<file path="config.mk">
export PLATFORM = sky130hd
export DESIGN_NAME = gcd_core
export DESIGN_NICKNAME = d
export VERILOG_FILES = /design/src/rtl/gcd_core.sv
export SDC_FILE = /design/constraint.sdc
export NUM_CORES = 1
export LEC_CHECK = 0
export BUFFER_PORTS_ARGS = -buffer_cell sky130_fd_sc_hd__buf_2
export CORE_MARGIN = 3
export CORE_UTILIZATION = 42
export DETAILED_ROUTE_END_ITERATION = 10
export GPL_TIMING_DRIVEN = 0
export PLACE_DENSITY = 0.73
export SETUP_SLACK_MARGIN = 0.5
export SLEW_MARGIN = 20
export SYNTH_ARGS = -nofsm -noshare
export SYNTH_HDL_FRONTEND = slang
export SYNTH_SLANG_ARGS = --single-unit
</file>
<file path="constraint.sdc">
create_clock -name clk -period 5.3 [get_ports clk]
set_input_delay 1.06 -clock clk [delete_from_list [all_inputs] [get_ports clk]]
set_output_delay 1.06 -clock clk [all_outputs]
set_load 0.01 [all_outputs]
</file>
<file path="src/rtl/gcd_core.sv">
// Subtractive GCD engine: loads two unsigned operands, repeatedly subtracts the
// smaller from the larger, and reports the result plus the number of steps taken.
module gcd_core #(
   parameter int WIDTH = 16,
   parameter int CNT_W = 16
) (
   input  logic             clk,
   input  logic             rst_n,
   input  logic             start,
   input  logic             clear,
   input  logic [WIDTH-1:0] data1,
   input  logic [WIDTH-1:0] data2,
   output logic             in_ready,
   output logic             busy,
   output logic             out_valid,
   input  logic             out_ready,
   output logic [WIDTH-1:0] result,
   output logic [CNT_W-1:0] iter_cnt,
   output logic             lt,
   output logic             gt,
   output logic             eq
);

   typedef enum logic [1:0] {
      IDLE,
      CALC,
      DONE
   } state_t;

   localparam logic [CNT_W-1:0] CNT_MAX = '1;
   localparam logic [CNT_W-1:0] CNT_ONE = CNT_W'(1);

   state_t           state, state_nxt;
   logic [WIDTH-1:0] a, b;
   logic [WIDTH-1:0] a_nxt, b_nxt;
   logic [WIDTH-1:0] result_nxt;
   logic [CNT_W-1:0] cnt_nxt;
   logic [CNT_W-1:0] cnt_inc;

   assign cnt_inc = (iter_cnt == CNT_MAX) ? iter_cnt : iter_cnt + CNT_ONE;

   always_ff @(posedge clk or negedge rst_n) begin
      if (!rst_n) state <= IDLE;
      else        state <= state_nxt;
   end

   always_comb begin
      state_nxt  = state;
      a_nxt      = a;
      b_nxt      = b;
      result_nxt = result;
      cnt_nxt    = iter_cnt;
      if (clear) begin
         state_nxt = IDLE;
      end else begin
         case (state)
            IDLE: begin
               if (start) begin
                  a_nxt     = data1;
                  b_nxt     = data2;
                  cnt_nxt   = '0;
                  state_nxt = CALC;
               end
            end
            CALC: begin
               if (a == '0 || b == '0) begin
                  result_nxt = a | b;
                  state_nxt  = DONE;
               end else if (a == b) begin
                  result_nxt = a;
                  state_nxt  = DONE;
               end else if (a > b) begin
                  a_nxt   = a - b;
                  cnt_nxt = cnt_inc;
               end else begin
                  b_nxt   = b - a;
                  cnt_nxt = cnt_inc;
               end
            end
            DONE: begin
               if (out_ready) state_nxt = IDLE;
            end
            default: state_nxt = IDLE;
         endcase
      end
   end

   // Flags are registered from the next-state operands so they always match A/B as held.
   always_ff @(posedge clk or negedge rst_n) begin
      if (!rst_n) begin
         a        <= '0;
         b        <= '0;
         result   <= '0;
         iter_cnt <= '0;
         lt       <= 1'b0;
         gt       <= 1'b0;
         eq       <= 1'b1;
      end else begin
         a        <= a_nxt;
         b        <= b_nxt;
         result   <= result_nxt;
         iter_cnt <= cnt_nxt;
         lt       <= (a_nxt < b_nxt);
         gt       <= (a_nxt > b_nxt);
         eq       <= (a_nxt == b_nxt);
      end
   end

   assign in_ready  = (state == IDLE);
   assign busy      = (state == CALC);
   assign out_valid = (state == DONE);

endmodule
</file>
==> run_results.csv <==
group,metric,value,unit
status,status,"completed",
global_routing,first_global_vias,5162,
sta,maxSlewViolCount,0,
logic_synthesis,ys.warnings.count,0,
layout,share_of_layout_cells_above_drive_strength_1,0.179,
logic_synthesis,synth_largest_area_cell,"dfrtp_1",
logic_synthesis,synth_cell_type_count,68,
layout,fillCellCount,1206,
setup_path,crit_path_start_kind,"flip-flop",
global_routing,antenna_found_initial,0,
sta,relSlewSlack,0.468,
floorplan,initial_utilization,0.437,
setup_path,regToRegEndpoint,"gt",
sta,fin_ws,0.775,ns
layout,area_growth,16.8,%
floorplan,die_width,121,um
hold_path,min_to,"result[12]",
global_routing,wire_length_of_the_first_global_routing_pass,27.9,mm
clocking,tritoncts.num_buffers,9,
hold_path,hp-class,"flip-flop to flip-flop",
sta,final.setup_skew,0.00819,ns
layout,multi_input_comb_area,3530,um2
floorplan,die_area,14800,um2
route,remaining_drc_errors,0,
clocking,clock_insertion_delay_worst_skew,0.34,ns
hold_path,hold_path.startpoint,"result[12]",
route,drt_pass1_iterations,6,
logic_synthesis,synth.top_cells.by_area,"dfrtp_1 30%, ha_1 14%, o21ai_0 4.5%, xnor2_1 4.4%, nor2_1 3.8%",
pwr,power_per_cell_area,720,nW/um2
floorplan,core-area,12800,um2
setup_path,critical_path.top_delay_family,"compound AO/OA/AOI/OAI gates",
logic_synthesis,syn-num-nets,740,
clocking,postCtsHoldBufs,0,
placement,buffer_ports.inserted,74,
logic_synthesis,post_synth_edffs,0,
route,postRouteAntennaNets,0,
setup_path,timing.reg2reg.setup_slack,0.77,ns
setup_path,timing.rr.start,"a[0]",
logic_synthesis,ys_seq_elements,69,
clocking,h_tree_lvl_count,3,
setup_path,worst_path_max_delay_cell,"nor4_4",
logic_synthesis,syn-mean-instance-area,8.79,um2
logic_synthesis,syn-instance-count,637,
route,post_drt_via_cell_ratio,5.93,
clocking,post_cts_repair_setup_buffers,0,
hold_path,timing.hold.worst_path_depth,2,
placement,place_ws,0.816,ns
layout,antenna_diode_count,0,
setup_path,crit_path_max_incr_delay,0.46,ns
sta,rsz0062_at_grt,"no",
sta,hold_viol,0,
setup_path,crit_path_end_kind,"flip-flop",
clocking,clock_tree.buffer_depth,2,
setup_path,critPathKind,"flip-flop to flip-flop",
route,avg_wl_per_cell,19.6,um
sta,timing.final.crit_period,4.53,ns
setup_path,critical_path.max_fanout,10,
pwr,peakVddDrop,0.376,mV
floorplan,core.rowCount,41,
setup_path,timing.critical_path.from,"a[0]",
sta,layout_worst_path_cycle_share,0.854,
floorplan,io_pins,75,
clocking,tritoncts,"built",
job,max_cap_viols,0,
logic_synthesis,post_synth_instance_area,5600,um2
route,total_routed_wirelength,17.7,mm
setup_path,cp.buffers_inverters,3,
logic_synthesis,netlist.area_leader.share,0.304,
global_routing,grt.total_usage,0.244,
route,dr.first_iter.drc_count,668,
clocking,clock_sink_count,69,
sta,setup-violations-final,0,
clocking,path_clk_slew,0.06,ns
placement,gpl.final_weighted_congestion,0.978,
sta,setup_tns,0,ns
setup_path,timing.critical_path.cells,"inv_1 -> ha_1 -> inv_1 -> fa_1 -> nor2b_1 -> o311ai_2 -> a31oi_4 -> nor4_4 -> o21ai_2 -> buf_4 -> a222oi_1 -> ha_1 -> nor2b_1 -> o21ai_0 -> nand2b_1 -> a21oi_1 -> o21ai_0 -> a41oi_2 -> nor2_1",
pwr,p_leak,3.11,nW
sta,worst-slew-pin-transition,0.798,ns
global_routing,grt_start_max_net_pins,38,
logic_synthesis,synth_flop_cell,"dfrtp_1",
route,routed-via-count,5337,
logic_synthesis,synth.yosys.seq_area_share,0.309,
placement,detailed_placer_s_ending_hpwl,13.7,mm
clocking,clock-root-buffer,"clkbuf_16",
setup_path,worstPathRequired,5.52,ns
sta,achievable-frequency,221,MHz
layout,nets,826,
logic_synthesis,asyncSetResetFlopFracSynth,1.00,
floorplan,die-height,121,um
layout,ff_latch_area,1730,um2
setup_path,reg2reg_depth,19,
global_routing,grt_overflow_total,0,
setup_path,critPathArrivalTime,4.74,ns
==> routing by layer <==
layer,global-route usage,wire length [um],vias to the layer above
li1,-,-,2469
met1,0.343,7750,2557
met2,0.378,7890,275
met3,0.0536,1670,36
met4,0.0686,378,0
met5,0,0,-
==> what timing repair did <==
action / in CTS / in global routing
hold endpoints to repair: 0 / 0
endpoints found under the setup margin: 0 / 2
resized for setup: 0 / 3
==> flip-flops by register name, summed over array words and instances (netlist names) <==
name      count
a            16
b            16
eq            1
gt            1
iter_cnt     16
lt            1
result       16
state         2
==> placed cells by master, fill, tap and decap left out, types with 4 or more instances in the layout <==
cell / instances
a21o_1: 6
and3_1: 5
nand2_1: 53
nand3_1: 12
nor3_1: 5
xnor2_1: 28
nand2b_1: 8
clkbuf_1: 13
a21oi_1: 31
nor2_1: 56
nor2b_1: 9
clkbuf_16: 9
dfrtp_1: 68
a221o_1: 12
o21ai_0: 50
ha_1: 64
o22ai_1: 6
a22oi_1: 6
nand4_1: 14
a221oi_1: 12
buf_2: 78
a222oi_1: 4
buf_4: 4
nor4_1: 9
and2_1: 8
inv_1: 55
xor2_1: 13
mux2i_1: 4
a211oi_1: 7
==> Yosys cell counts (3+ instances only) <==
| cell type | n |
|---|---|
| inv_1 | 55 |
| a22oi_1 | 6 |
| o21ai_0 | 50 |
| a221o_1 | 12 |
| clkbuf_1 | 13 |
| xor2_1 | 13 |
| a31oi_1 | 3 |
| a21oi_1 | 31 |
| o22ai_1 | 6 |
| a21o_1 | 6 |
| nand2b_1 | 8 |
| nor2b_1 | 9 |
| nor2_1 | 57 |
| dfrtp_1 | 68 |
| and3_1 | 5 |
| nor3_1 | 5 |
| nand4_1 | 14 |
| a221oi_1 | 12 |
| nand3_1 | 12 |
| nor4_4 | 3 |
| xnor2_1 | 28 |
| nand2_1 | 53 |
| and2_1 | 8 |
| mux2i_1 | 4 |
| nor4_1 | 9 |
| buf_4 | 3 |
| o211ai_1 | 3 |
| buf_6 | 3 |
| or2_2 | 3 |
| a221oi_2 | 3 |
| and4_1 | 3 |
| buf_2 | 6 |
| a222oi_1 | 4 |
| o21ai_1 | 3 |
| o221ai_1 | 3 |
| a211oi_1 | 7 |
| ha_1 | 64 |
| o31ai_1 | 3 |
==> area by class of cell <==
| type | count | area share |
|---|---|---|
| Clock buffer | 9 | 0.0344 |
| Inverter | 57 | 0.0327 |
| Tap cell | 172 | 0.0329 |
| Clock inverter | 7 | 0.0149 |
| Multi-Input combinational cell | 486 | 0.540 |
| Timing Repair Buffer | 75 | 0.0600 |
| Sequential cell | 69 | 0.264 |
| Buffer | 25 | 0.0210 |
==> through the flow <==
stage	power [mW]	cell area, um2	hold WS, ns	util	std cells
2_1_floorplan	3.16	5600	0.516	-	637
3_3_place_gp	3.89	6180	0.461	0.482	883
3_5_place_dp	3.91	6210	0.468	0.484	884
4_1_cts	4.61	6530	0.482	0.509	900
5_1_grt	5.03	6540	0.505	0.510	900
6_report	4.71	6540	0.472	0.510	900
==> how the worst max path moves through the flow <==
stage	to	slack [ns]	cells past startpoint
after global routing	gt	0.52	19
after global placement	gt	0.84	19
after floorplan	gt	1.53	19
final	gt	0.77	19
after detailed placement	gt	0.82	19
after CTS	gt	0.77	19
==> where the power goes <==
group	leakage, nW	internal (mW)	switching, mW
Sequential	0.883	0.662	0.211
Combinational	2.08	1.29	1.88
Clock	0.152	0.415	0.252
Total	3.11	2.37	2.34
==> cell families (layout without fill, tap and decap cells) <==
kind of cell | count (synthesis) | after routing | synth area share
AND/OR/NAND/NOR | 199 | 199 | 0.185
AO/OA/AOI/OAI | 176 | 176 | 0.223
buffers and inverters | 82 | 173 | 0.0623
flip-flops | 69 | 69 | 0.309
adder cells (fa/ha/maj) | 66 | 66 | 0.150
XOR/XNOR | 41 | 41 | 0.0641
multiplexers | 4 | 4 | 0.00715
==> tightest hold or removal path: cells and delay by family, from the launching register on <==
| kind | cells | cell delay [ns] |
|---|---|---|
| DFF | 1 | 0.34 |
| AOI/OAI and AO/OA | 1 | 0.06 |
| and+or+nand+nor | 1 | 0.04 |
Note: power is estimated with default switching activity, not from simulation.
